[src/rtl/btn_stepper_pkg.sv]
// Shared types and constants for the pushbutton stepper.
// Latency: n/a (declarations only).
// Backpressure: n/a.
package btn_stepper_pkg;

  // Per-channel auto-repeat state
  typedef enum logic [1:0] {
    IDLE,
    DELAY,
    REPEAT
  } rpt_state_t;

  localparam int N_BTN = 4;

  // Bit positions of each button within the packed channel vectors
  localparam int R = 0;
  localparam int L = 1;
  localparam int U = 2;
  localparam int D = 3;

endpackage

[src/rtl/btn_stepper_if.sv]
// Raw pushbutton pins in, clean step pulses out.
// Latency: n/a (wires only).
// Backpressure: none; steps are fire-and-forget pulses.
interface btn_stepper_if;

  logic btnR_raw;
  logic btnL_raw;
  logic btnU_raw;
  logic btnD_raw;
  logic stepR;
  logic stepL;
  logic stepU;
  logic stepD;

  // Board / stimulus side: drives the pins, consumes the pulses
  modport master (
    output btnR_raw, btnL_raw, btnU_raw, btnD_raw,
    input  stepR, stepL, stepU, stepD
  );

  // Stepper side: samples the pins, produces the pulses
  modport slave (
    input  btnR_raw, btnL_raw, btnU_raw, btnD_raw,
    output stepR, stepL, stepU, stepD
  );

endinterface

[src/rtl/btn_channel.sv]
// One button: 2-FF sync, debounce, and typematic repeat FSM producing step pulses.
// Latency: first pulse DEBOUNCE_CYCLES+2 edges after the raw press is first sampled.
// Backpressure: none; each pulse is a single registered cycle.
module btn_channel #(
  parameter int DEBOUNCE_CYCLES = 100_000,
  parameter int REPEAT_DELAY    = 40_000_000,
  parameter int REPEAT_PERIOD   = 2_000_000
) (
  input  logic clk,
  input  logic rst,
  input  logic raw,
  output logic step
);
  import btn_stepper_pkg::*;

  localparam int DW   = $clog2(DEBOUNCE_CYCLES + 1);
  localparam int RMAX = (REPEAT_DELAY > REPEAT_PERIOD) ? REPEAT_DELAY : REPEAT_PERIOD;
  localparam int RW   = $clog2(RMAX + 1);

  // Terminal counts; counters clear on reaching these so they never wrap
  localparam logic [DW-1:0] DEB_TERM = DW'(DEBOUNCE_CYCLES - 1);
  localparam logic [RW-1:0] DLY_TERM = RW'(REPEAT_DELAY - 1);
  localparam logic [RW-1:0] PER_TERM = RW'(REPEAT_PERIOD - 1);

  logic          s1;
  logic          s;
  logic          deb;
  logic [DW-1:0] dcnt;
  logic [RW-1:0] rcnt;
  rpt_state_t    st;

  // Two-flop synchroniser for the asynchronous pin
  always_ff @(posedge clk or posedge rst) begin
    if (rst) begin
      s1 <= 1'b0;
      s  <= 1'b0;
    end else begin
      s1 <= raw;
      s  <= s1;
    end
  end

  // Debounce: level flips only after DEBOUNCE_CYCLES consecutive disagreeing samples
  always_ff @(posedge clk or posedge rst) begin
    if (rst) begin
      deb  <= 1'b0;
      dcnt <= '0;
    end else if (s == deb) begin
      dcnt <= '0;
    end else if (dcnt == DEB_TERM) begin
      deb  <= s;
      dcnt <= '0;
    end else begin
      dcnt <= dcnt + 1'b1;
    end
  end

  // Repeat FSM: pulse on press, again after REPEAT_DELAY, then every REPEAT_PERIOD.
  // Release is checked before the terminal count so a release always wins over a pulse.
  always_ff @(posedge clk or posedge rst) begin
    if (rst) begin
      st   <= IDLE;
      rcnt <= '0;
      step <= 1'b0;
    end else begin
      step <= 1'b0;
      case (st)
        IDLE: begin
          if (deb) begin
            step <= 1'b1;
            rcnt <= '0;
            st   <= DELAY;
          end
        end
        DELAY: begin
          if (!deb) begin
            st <= IDLE;
          end else if (rcnt == DLY_TERM) begin
            step <= 1'b1;
            rcnt <= '0;
            st   <= REPEAT;
          end else begin
            rcnt <= rcnt + 1'b1;
          end
        end
        REPEAT: begin
          if (!deb) begin
            st <= IDLE;
          end else if (rcnt == PER_TERM) begin
            step <= 1'b1;
            rcnt <= '0;
          end else begin
            rcnt <= rcnt + 1'b1;
          end
        end
        default: st <= IDLE;
      endcase
    end
  end

endmodule

[src/rtl/btn_stepper.sv]
// Four independent pushbutton channels turning raw pins into cursor step pulses.
// Latency: DEBOUNCE_CYCLES+2 edges from first sampled press to first step.
// Backpressure: none; opposing presses each pulse and the cursor resolves them.
module btn_stepper #(
  parameter int DEBOUNCE_CYCLES = 100_000,
  parameter int REPEAT_DELAY    = 40_000_000,
  parameter int REPEAT_PERIOD   = 2_000_000
) (
  input  logic          clk,
  input  logic          rst,
  btn_stepper_if.slave  bus
);
  import btn_stepper_pkg::*;

  logic [N_BTN-1:0] raw;
  logic [N_BTN-1:0] step;

  assign raw[R] = bus.btnR_raw;
  assign raw[L] = bus.btnL_raw;
  assign raw[U] = bus.btnU_raw;
  assign raw[D] = bus.btnD_raw;

  // Steps are the channel flops themselves; no logic between flop and pin
  assign bus.stepR = step[R];
  assign bus.stepL = step[L];
  assign bus.stepU = step[U];
  assign bus.stepD = step[D];

  for (genvar i = 0; i < N_BTN; i++) begin : g_ch
    btn_channel #(
      .DEBOUNCE_CYCLES (DEBOUNCE_CYCLES),
      .REPEAT_DELAY    (REPEAT_DELAY),
      .REPEAT_PERIOD   (REPEAT_PERIOD)
    ) u_ch (
      .clk  (clk),
      .rst  (rst),
      .raw  (raw[i]),
      .step (step[i])
    );
  end

endmodule

[src/flat_wrapper.sv]
// flat-port wrapper written by rule: the top's interface ports become plain ports
module btn_stepper_flat import btn_stepper_pkg::*;
#(
  parameter int DEBOUNCE_CYCLES = 100_000,
  parameter int REPEAT_DELAY    = 40_000_000,
  parameter int REPEAT_PERIOD   = 2_000_000
)
  (clk, rst, bus_btnR_raw, bus_btnL_raw, bus_btnU_raw, bus_btnD_raw, bus_stepR, bus_stepL, bus_stepU, bus_stepD);
  btn_stepper_if bus_i ();
  input  logic clk;
  input  logic rst;
  input wire logic [$bits(bus_i.btnR_raw)-1:0] bus_btnR_raw;
  input wire logic [$bits(bus_i.btnL_raw)-1:0] bus_btnL_raw;
  input wire logic [$bits(bus_i.btnU_raw)-1:0] bus_btnU_raw;
  input wire logic [$bits(bus_i.btnD_raw)-1:0] bus_btnD_raw;
  output wire logic [$bits(bus_i.stepR)-1:0] bus_stepR;
  output wire logic [$bits(bus_i.stepL)-1:0] bus_stepL;
  output wire logic [$bits(bus_i.stepU)-1:0] bus_stepU;
  output wire logic [$bits(bus_i.stepD)-1:0] bus_stepD;
  assign bus_i.btnR_raw = bus_btnR_raw;
  assign bus_i.btnL_raw = bus_btnL_raw;
  assign bus_i.btnU_raw = bus_btnU_raw;
  assign bus_i.btnD_raw = bus_btnD_raw;
  assign bus_stepR = bus_i.stepR;
  assign bus_stepL = bus_i.stepL;
  assign bus_stepU = bus_i.stepU;
  assign bus_stepD = bus_i.stepD;
  btn_stepper #(.DEBOUNCE_CYCLES(DEBOUNCE_CYCLES), .REPEAT_DELAY(REPEAT_DELAY), .REPEAT_PERIOD(REPEAT_PERIOD)) u_core (.clk(clk), .rst(rst), .bus(bus_i));
endmodule
[config.mk]
export PLATFORM = sky130hd
export DESIGN_NAME = btn_stepper_flat
export DESIGN_NICKNAME = d
export VERILOG_FILES = /design/src/rtl/btn_stepper_pkg.sv /design/src/rtl/btn_stepper_if.sv /design/src/rtl/btn_channel.sv /design/src/rtl/btn_stepper.sv /design/src/flat_wrapper.sv
export SDC_FILE = /design/constraint.sdc
export NUM_CORES = 1
export LEC_CHECK = 0
export ABC_CLOCK_PERIOD_IN_PS = 7100
export CAP_MARGIN = 20
export CORE_MARGIN = 10
export CORE_UTILIZATION = 50
export CTS_CLUSTER_SIZE = 14
export DETAILED_ROUTE_END_ITERATION = 8
export GPL_TIMING_DRIVEN = 1
export HOLD_SLACK_MARGIN = 0.06
export PLACE_DENSITY = 0.65
export SETUP_SLACK_MARGIN = 0.02
export SLEW_MARGIN = 40
export SYNTH_ARGS = -nofsm -noshare
export SYNTH_HDL_FRONTEND = slang
export SYNTH_SLANG_ARGS = --single-unit
[constraint.sdc]
create_clock -name clk -period 7.1 [get_ports clk]
set_clock_uncertainty 0.15 [all_clocks]
set_input_delay 0.71 -clock clk [delete_from_list [all_inputs] [get_ports clk]]
set_output_delay 0.71 -clock clk [all_outputs]
set_load 0.01 [all_outputs]
==> results of run 1 <==
[flip-flops by register name (all words and copies together) (netlist names)]
signal and flops:
u_core.g_ch.u_ch.dcnt 68, u_core.g_ch.u_ch.s1 4, u_core.g_ch.u_ch.st 8, u_core.g_ch.u_ch.deb 4, u_core.g_ch.u_ch.rcnt 104, u_core.g_ch.u_ch.s 4
u_core.g_ch.u_ch.step 4
[critical path: stages, from the launching register on]
cell and delay [ps]:
dfrtp_1 420, or3b_1 400, or4_1 540, o41a_1 620
o21ai_1 260, buf_4 260, a21oi_1 100
[power by group]
| group | switching [mW] | internal [mW] |
|---|---|---|
| sequential | 0.00676 | 1.12 |
| clock | 0.421 | 0.497 |
| combinational | 0.0329 | 0.00928 |
[cells in the final DEF (no fill, tap or decap), drive strengths merged, types with 28 or more instances in the layout]
cell type	n
a21oi	55
dfrtp	196
ha	28
inv	36
nand2	121
nand3	77
nand4	48
nor2	127
nor3	41
nor4	31
o211ai	28
xnor2	55
xor2	81
[worst paths after layout]
path | end | slack [ps] | cells after the start | from
min reg2reg | u_core.g_ch[1].u_ch.s$_DFF_PP0_ | 200 | 0 | u_core.g_ch[1].u_ch.s1$_DFF_PP0_
min in group asynchronous | u_core.g_ch[3].u_ch.dcnt[4]$_DFF_PP0_ | 630 | 2 | rst
max in group asynchronous | u_core.g_ch[1].u_ch.rcnt[24]$_DFFE_PP0P_ | 5080 | 3 | rst
max reg2reg | u_core.g_ch[2].u_ch.rcnt[15]$_DFFE_PP0P_ | 4200 | 6 | u_core.g_ch[2].u_ch.rcnt[18]$_DFFE_PP0P_
min | u_core.g_ch[1].u_ch.s$_DFF_PP0_ | 200 | 0 | u_core.g_ch[1].u_ch.s1$_DFF_PP0_
max | u_core.g_ch[2].u_ch.rcnt[15]$_DFFE_PP0P_ | 4200 | 6 | u_core.g_ch[2].u_ch.rcnt[18]$_DFFE_PP0P_
[cells by family (layout without fill, tap and decap cells)]
logic type | after synthesis | count (layout) | share of synthesized area, %
adder cells (fa/ha/maj) | 28 | 28 | 3.288
buffers and inverters | 80 | 87 | 2.983
AO/OA/AOI/OAI | 150 | 150 | 9.313
AND/OR/NAND/NOR | 556 | 556 | 26.59
flip-flops | 196 | 196 | 46.04
XOR/XNOR | 136 | 136 | 11.18
multiplexers | 6 | 6 | 0.6107
[area by class of cell]
| class | instances | area (um2) |
|---|---|---|
| clock buffer | 26 | 509.2 |
| sequential | 196 | 4905 |
| clock inverter | 6 | 43.79 |
| tap | 275 | 344.1 |
| timing repair buffer | 19 | 168.9 |
| fill | 1886 | 9423 |
| multi-input combinational | 876 | 5480 |
| inverter | 36 | 147.6 |
[metal layers]
metal  up-vias  share of wire [%]  GRT usage [%]
met5         -                  0              0
met4         0                1.1          4.468
met3        16                2.5          2.863
met2        98                 46          24.27
met1      3971                 50          21.23
li1       4100                  -              -
==> impl_metrics.ini, run 1 <==
[floorplanning]
rows = 53
die_height_um = 166.0
fp.dieW_um = 166.0
start_util_pct = 50.68
die_area_um2 = 27550
io_pins = 10
coreArea_um2 = 21020

[placed_design]
dp.cells = 1402
dpl_cell_area_um2 = 11020
hpwl_mm = 13.67
place_ws_ps = 4215
portBuffers = 9
gp_congestion = 0.8532

[synthesis]
synth_top_cell_area_share_pct = 46.04
netlist_area_um2 = 10650
syn_area_per_cell_um2 = 9.248
ys_seq_elements = 196
yosysWarnings = 0
synth_nets = 1186
async_flop_share_pct = 100.0
synth-seq-area-share_pct = 46.04
synth-main-ff-cell = dfrtp_1
yosys.area.top_type = dfrtp_1
yosysUniqueCellTypes = 54
synth_cells = 1152
synth_edf_count = 0
synth_most_common_cell = dfrtp_1
synthTopCellsByArea = dfrtp_1, xor2_1, xnor2_1
ys_top_cells_by_count = dfrtp_1, nor2_1, nand2_1

[sta]
fin_hold_ws_ps = 200.6
slew_headroom_pct = 48.43
setup_tns_ps = 0
layout_setup_ws_ps = 4199
hold_viol = 0
rsz0062_at_grt = false
fin_crit_sh_pct = 40.86
worst_pin_slew_ps = 767.6
period_needed_ps = 2901
finalSetupViolations = 0
max_freq_mhz = 344.7
slew_viol_final = 0

[clock_tree]
htreeDepth = 4
cts_hold_buf = 0
cts_max_path_buffers = 2
cts_sinks = 196
clk_pin_slew_worst_paths_ps = 70
ctsResizeCount = 0
cts_root_buf = clkbuf_16
clock_latency_ps = 450
postCtsSetupRepairBufs = 0
cts_buffers = 17
cts_tree = done

[layout]
fin_cells = 1434
final_nets = 1180
drive_above_1_share_pct = 4.918
area_growth_syn_to_layout_pct = 8.866
antenna_cells = 0
final_area_um2 = 11600
postLayoutCoreUtil_pct = 55.18

[worst_setup_path]
cp.arrival_ps = 3050
critPathRequiredTime_ps = 7250
cp-end-kind = flop
crit_type = flop to flop
critPathLaunchType = flop
cp_max_fo = 19

[job]
cap_violations = 0

[power_and_ir_drop]
ir_worst_vdd_mv = 0.1536
power_density_nw_per_um2 = 180.2
p_leak_nw = 4.698
total_power_mw = 2.090

[detailed_routing]
via_per_inst = 5.708
via_count = 8185
drc = 0
wirelength_mm = 21.25
first_pass_iters = 5
ant_nets = 0
drt_iter0_markers = 487
wire_per_inst_um = 14.82

[global_routing]
first_global_vias = 7861
antenna_found_initial = 0
grt_overflow = 0
grt_pass1_wl_mm = 37.45
grt_max_degree = 122
groute.usage.overall_pct = 15.44

[run_status]
status = finished, final reports clean

[hold_path]
hold_path.class = flop to flop
Power figures use the tool's default switching activity.
==> run 2, diff against run 1 <==
--- a/config.mk
+++ b/config.mk
@@ -5,7 +5,7 @@
 export SDC_FILE = /design/constraint.sdc
 export NUM_CORES = 1
 export LEC_CHECK = 0
-export ABC_CLOCK_PERIOD_IN_PS = 7100
+export ABC_CLOCK_PERIOD_IN_PS = 2400
 export CAP_MARGIN = 20
 export CORE_MARGIN = 10
 export CORE_UTILIZATION = 50
@@ -13,7 +13,7 @@
 export DETAILED_ROUTE_END_ITERATION = 8
 export GPL_TIMING_DRIVEN = 1
 export HOLD_SLACK_MARGIN = 0.06
-export PLACE_DENSITY = 0.65
+export PLACE_DENSITY = 0.67
 export SETUP_SLACK_MARGIN = 0.02
 export SLEW_MARGIN = 40
 export SYNTH_ARGS = -nofsm -noshare
==> constraint.sdc (replaced) <==
create_clock -name clk -period 2.4 [get_ports clk]
set_clock_uncertainty 0.15 [all_clocks]
set_input_delay 0.24 -clock clk [delete_from_list [all_inputs] [get_ports clk]]
set_output_delay 0.24 -clock clk [all_outputs]
set_load 0.01 [all_outputs]
==> run 2 against run 1 <==
Against the previous run:
- critical path depth is the same
- setup slack lost 4200 ps
- register-to-register slack lost 4200 ps
- global-route usage grew 0.79 points
- cell count grew 5.8%
- critical path type unchanged
- critical endpoint is now u_core.g_ch[2].u_ch.st[1]$_DFFE_PP0P_
- largest power group unchanged
==> impl_metrics.ini, run 2 (synthesis results as in run 1) <==
[clock_tree]
cts_tree = done
clk_pin_slew_worst_paths_ps = 70
cts_sinks = 196
cts_root_buf = clkbuf_16
cts_max_path_buffers = 2
clock_latency_ps = 420
htreeDepth = 4
cts_buffers = 17

[sta]
finalSetupViolations = 0
slew_headroom_pct = 52.18
fin_crit_sh_pct = 99.00
max_freq_mhz = 420.9
period_needed_ps = 2376
slew_viol_final = 0
rsz0062_at_grt = true
hold_viol = 0
setup_tns_ps = 0
worst_pin_slew_ps = 710.7

[layout]
final_nets = 1264
largest-register = u_core.g_ch.u_ch.rcnt
drive_above_1_share_pct = 12.56
postLayoutCoreUtil_pct = 59.07
fill_cells = 1825
mostFrequentLayoutCell = dfrtp_1
most-common-layout-cells = dfrtp_1, nor2_1, nand2_1
largest_reg_flops = 104
reg.largest.list = u_core.g_ch.u_ch.rcnt x104, u_core.g_ch.u_ch.dcnt x68, u_core.g_ch.u_ch.st x8
area_growth_syn_to_layout_pct = 16.56
antenna_cells = 0

[worst_setup_path]
crit_buf_inv = 1
crit_type = flop to flop
cp-end-kind = flop
cp.arrival_ps = 2570
critPathRequiredTime_ps = 2600
critPathLaunchType = flop
crit_chain = or3b_1 > or4_4 > o41a_1 > buf_6 > or3_1 > o211ai_1
critical_path.slowest_cell = or4_4
cp_max_fo = 6
critical_path.top_delay_family = simple AND/OR/NAND/NOR gates
max_stage_delay_ps = 430

[floorplanning]
die_height_um = 166.0
coreArea_um2 = 21020
start_util_pct = 50.68
fp.dieW_um = 166.0
die_area_um2 = 27550
io_pins = 10
rows = 53

[detailed_routing]
wirelength_mm = 22.30
first_pass_iters = 5
ant_nets = 0
drt_iter0_markers = 696
drc = 0
via_count = 8647
wire_per_inst_um = 14.70
via_per_inst = 5.700

[global_routing]
grt_pass1_wl_mm = 39.74
groute.usage.overall_pct = 16.23
antenna_found_initial = 0
grt_max_degree = 63
first_global_vias = 8376
grt_overflow = 0

[placed_design]
hpwl_mm = 15.39
portBuffers = 9
gp_congestion = 0.8853

[job]
cap_violations = 0

[hold_path]
hold_path.class = primary input to flop

[run_status]
status = finished, final reports clean

[power_and_ir_drop]
ir_worst_vdd_mv = 0.4338
total_power_mw = 6.207
power_density_nw_per_um2 = 499.8
p_leak_nw = 5.161
## run 2: cell count changes in the layout (fill, tap and decap cells not counted), moves of 3 or more
cell    before  now
or4_1        9    4
buf_6        1    8
buf_12       0    3
or4_4        0    5
nor4_1      29   25
buf_4        9   81
## run 2: power breakdown
group	total (mW)	switching [mW]	leakage, nW	internal (mW)
clock network	2.72	1.21	0.269	1.51
registers	3.34	0.0197	2.71	3.33
logic	0.144	0.101	2.18	0.0428
total	6.21	1.33	5.16	4.88
## run 2: path summary, 6_finish.rpt
path | startpoint | endpoint | slack, ps | depth (start not counted)
worst min-delay path | bus_btnL_raw | u_core.g_ch[1].u_ch.s1$_DFF_PP0_ | 100 | 1
worst min register to register | u_core.g_ch[0].u_ch.s1$_DFF_PP0_ | u_core.g_ch[0].u_ch.s$_DFF_PP0_ | 200 | 0
worst max register to register | u_core.g_ch[2].u_ch.rcnt[19]$_DFFE_PP0P_ | u_core.g_ch[2].u_ch.st[1]$_DFFE_PP0P_ | 20 | 6
worst max-delay path | u_core.g_ch[2].u_ch.rcnt[19]$_DFFE_PP0P_ | u_core.g_ch[2].u_ch.st[1]$_DFFE_PP0P_ | 20 | 6
min in group asynchronous | rst | u_core.g_ch[0].u_ch.rcnt[22]$_DFFE_PP0P_ | 600 | 3
max in group asynchronous | rst | u_core.g_ch[2].u_ch.s$_DFF_PP0_ | 830 | 4
## run 2: layer usage
metal  track usage, %  share of wire, %  vias to the layer above
met5                0                 0                        -
met4            3.929              0.94                        0
met3            2.556               2.9                       17
met2            26.11                47                      132
met1            22.39                49                     4232
li1                 -                 -                     4266
## run 2: metrics by stage
stage	area [um2]	hold slack [ps]	setup WS, ps	instances
2_1_floorplan	10690	121.4	-522.4	1152
6_report	12420	99.23	23.88	1517
4_1_cts	12260	81.81	-36.78	1513
3_5_place_dp	11640	186.5	-121.6	1479
5_1_grt	12420	95.83	-93.42	1517
3_3_place_gp	11640	182.0	-55.40	1479
## run 2: repair_timing
action,CTS,global route
hold endpoints to repair,13,0
gates cloned,0,2
endpoints found under the setup margin,54,86
pin swaps,9,12
hold buffers,1,0
buffers inserted,2,2
gates resized for setup,9,22
## run 2: final cells by class
cell class | instances | area (um2) | area share, %
Sequential cell | 196 | 4906 | 39.51
Timing Repair Buffer | 103 | 883.3 | 7.113
Clock inverter | 8 | 77.57 | 0.6247
Tap cell | 275 | 344.1 | 2.771
Clock buffer | 23 | 478.0 | 3.849
Inverter | 36 | 138.9 | 1.118
Multi-Input combinational cell | 876 | 5590 | 45.02
==> run 3, diff against run 2 <==
--- a/config.mk
+++ b/config.mk
@@ -5,7 +5,7 @@
 export SDC_FILE = /design/constraint.sdc
 export NUM_CORES = 1
 export LEC_CHECK = 0
-export ABC_CLOCK_PERIOD_IN_PS = 2400
+export ABC_CLOCK_PERIOD_IN_PS = 2600
 export CAP_MARGIN = 20
 export CORE_MARGIN = 10
 export CORE_UTILIZATION = 50
@@ -13,7 +13,7 @@
 export DETAILED_ROUTE_END_ITERATION = 8
 export GPL_TIMING_DRIVEN = 1
 export HOLD_SLACK_MARGIN = 0.06
-export PLACE_DENSITY = 0.67
+export PLACE_DENSITY = 0.65
 export SETUP_SLACK_MARGIN = 0.02
 export SLEW_MARGIN = 40
 export SYNTH_ARGS = -nofsm -noshare
==> constraint.sdc (replaced) <==
create_clock -name clk -period 2.6 [get_ports clk]
set_clock_uncertainty 0.15 [all_clocks]
set_input_delay 0.26 -clock clk [delete_from_list [all_inputs] [get_ports clk]]
set_output_delay 0.26 -clock clk [all_outputs]
set_load 0.01 [all_outputs]
==> run 3 against run 2 <==
Against the previous run:
- via count is 2.7% lower
- non-clock buffer count is 38 lower
- core utilization is 1.6 points lower
- sequential power is 7.5% lower
- critical path type unchanged
- count of clock-buffer cells in the layout is 6 lower
- die area stayed put
- final area is 2.7% lower
==> impl_metrics.ini, run 3 (synthesis results as in run 1) <==
[global_routing]
grt_overflow = 0
grt_pass1_wl_mm = 38.75
grt_max_degree = 50
first_global_vias = 8148
antenna_found_initial = 0
groute.usage.overall_pct = 16.03

[clock_tree]
cts_sinks = 196
htreeDepth = 4
cts_buffers = 17
cts_max_path_buffers = 2
clock_latency_ps = 430
clk_pin_slew_worst_paths_ps = 70
cts_tree = done
cts_root_buf = clkbuf_16

[placed_design]
gp_congestion = 0.8521
place_ws_ps = 21.26
hpwl_mm = 15.02
dpl_cell_area_um2 = 11410
dp.cells = 1446
portBuffers = 9

[power_and_ir_drop]
total_power_mw = 5.994
p_comb_share_pct = 2.2
p_leak_nw = 4.985
switching_share_pct = 22.38
ir_worst_vdd_mv = 0.3800
p_sw_mw = 1.341
p_int_mw = 4.653
power_density_nw_per_um2 = 496.0
clkPwrFrac_pct = 46.3
p_seq_share_pct = 51.5

[hold_path]
hold_path.class = primary input to flop

[sta]
finalSetupViolations = 0
fin_hold_ws_ps = 109.6
rsz0062_at_grt = false
layout_setup_ws_ps = 109.5
fin_crit_sh_pct = 95.79
period_needed_ps = 2490
slew_viol_final = 0
hold_viol = 0
max_freq_mhz = 401.5
worst_pin_slew_ps = 717.4
slew_headroom_pct = 51.81
setup_tns_ps = 0

[layout]
antenna_cells = 0
largest-register = u_core.g_ch.u_ch.rcnt
most-common-layout-cells = dfrtp_1, nor2_1, nand2_1
reg.largest.list = u_core.g_ch.u_ch.rcnt x104, u_core.g_ch.u_ch.dcnt x68, u_core.g_ch.u_ch.st x8
area_growth_syn_to_layout_pct = 13.43
fill_cells = 1830
largest_reg_flops = 104
multiInputGateArea_um2 = 5483
fin_cells = 1480
drive_above_1_share_pct = 8.797
regArea_um2 = 4905
postLayoutCoreUtil_pct = 57.49
mostFrequentLayoutCell = dfrtp_1
final_nets = 1226
final_area_um2 = 12090

[floorplanning]
die_height_um = 166.0
rows = 53
start_util_pct = 50.68
io_pins = 10
coreArea_um2 = 21020
die_area_um2 = 27550
fp.dieW_um = 166.0

[detailed_routing]
wire_per_inst_um = 14.83
via_count = 8416
via_per_inst = 5.686
ant_nets = 0
first_pass_iters = 5
drt_iter0_markers = 473
wirelength_mm = 21.95
drc = 0

[worst_setup_path]
cp_max_fo = 8
critPathRequiredTime_ps = 2810
crit_type = flop to flop
critPathLaunchType = flop
cp.arrival_ps = 2700
cp-end-kind = flop

[run_status]
status = finished, final reports clean

[job]
cap_violations = 0
==> run 3: cell types whose count changed in the layout (fill, tap and decap cells not counted), sizes merged <==
cell / previous run / this run
bufinv: 1 / 3
buf: 92 / 56
clkbuf: 24 / 17
inv: 35 / 40
dlygate4sd3: 1 / 0
clkinv: 5 / 4
clkinvlp: 3 / 4
==> run 3: power groups by stage <==
stage	sequential [mW]	combinational (mW)	clock (mW)
2_1_floorplan	3.14	0.0871	0
3_3_place_gp	3.15	0.140	0
3_5_place_dp	3.15	0.141	0
4_1_cts	3.09	0.142	2.85
5_1_grt	3.09	0.159	2.97
6_report	3.09	0.135	2.77
==> run 3: area by class of cell <==
type,count,share of cell area (%)
clock buffers,17,3.520
clock inverters,15,1.625
inverters,36,1.149
multi-input cells,876,45.37
flip-flops and latches,196,40.58
well taps,275,2.847
repair buffers,65,4.907
==> run 3: worst paths after layout <==
kind	startpoint	to	slack (ps)	depth (start not counted)
max	u_core.g_ch[2].u_ch.rcnt[18]$_DFFE_PP0P_	u_core.g_ch[2].u_ch.st[1]$_DFFE_PP0P_	110	6
min	bus_btnU_raw	u_core.g_ch[2].u_ch.s1$_DFF_PP0_	110	1
max reg2reg	u_core.g_ch[2].u_ch.rcnt[18]$_DFFE_PP0P_	u_core.g_ch[2].u_ch.st[1]$_DFFE_PP0P_	110	6
min reg2reg	u_core.g_ch[1].u_ch.s1$_DFF_PP0_	u_core.g_ch[1].u_ch.s$_DFF_PP0_	210	0
max in group asynchronous	rst	u_core.g_ch[2].u_ch.rcnt[8]$_DFFE_PP0P_	1490	3
min in group asynchronous	rst	u_core.g_ch[3].u_ch.dcnt[11]$_DFF_PP0_	140	2
==> run 3: metal layers <==
metal | routed length [um] | track usage, % | share of wire [%] | up-vias
met2 | 10380 | 25.59 | 47 | 126
met4 | 209 | 5.008 | 0.95 | 0
met1 | 10670 | 21.56 | 49 | 4078
met3 | 689 | 3.005 | 3.1 | 18
li1 | - | - | - | 4194
met5 | 0 | 0 | 0 | -
==> run 3: timing repair <==
item                       4_1_cts  5_1_grt
hold buffers                     0        0
buffers inserted                 0        1
pin swaps                        0        2
setup endpoints to repair        2       67
resized for setup                1        9
gates cloned                     0        1
==> run 3: critical path: stages (launching register included) <==
cell and delay [ps]:
dfrtp_1 370, or3b_1 380, or4_4 430, o41a_1 500, buf_6 160, or3_1 340, o211ai_1 90
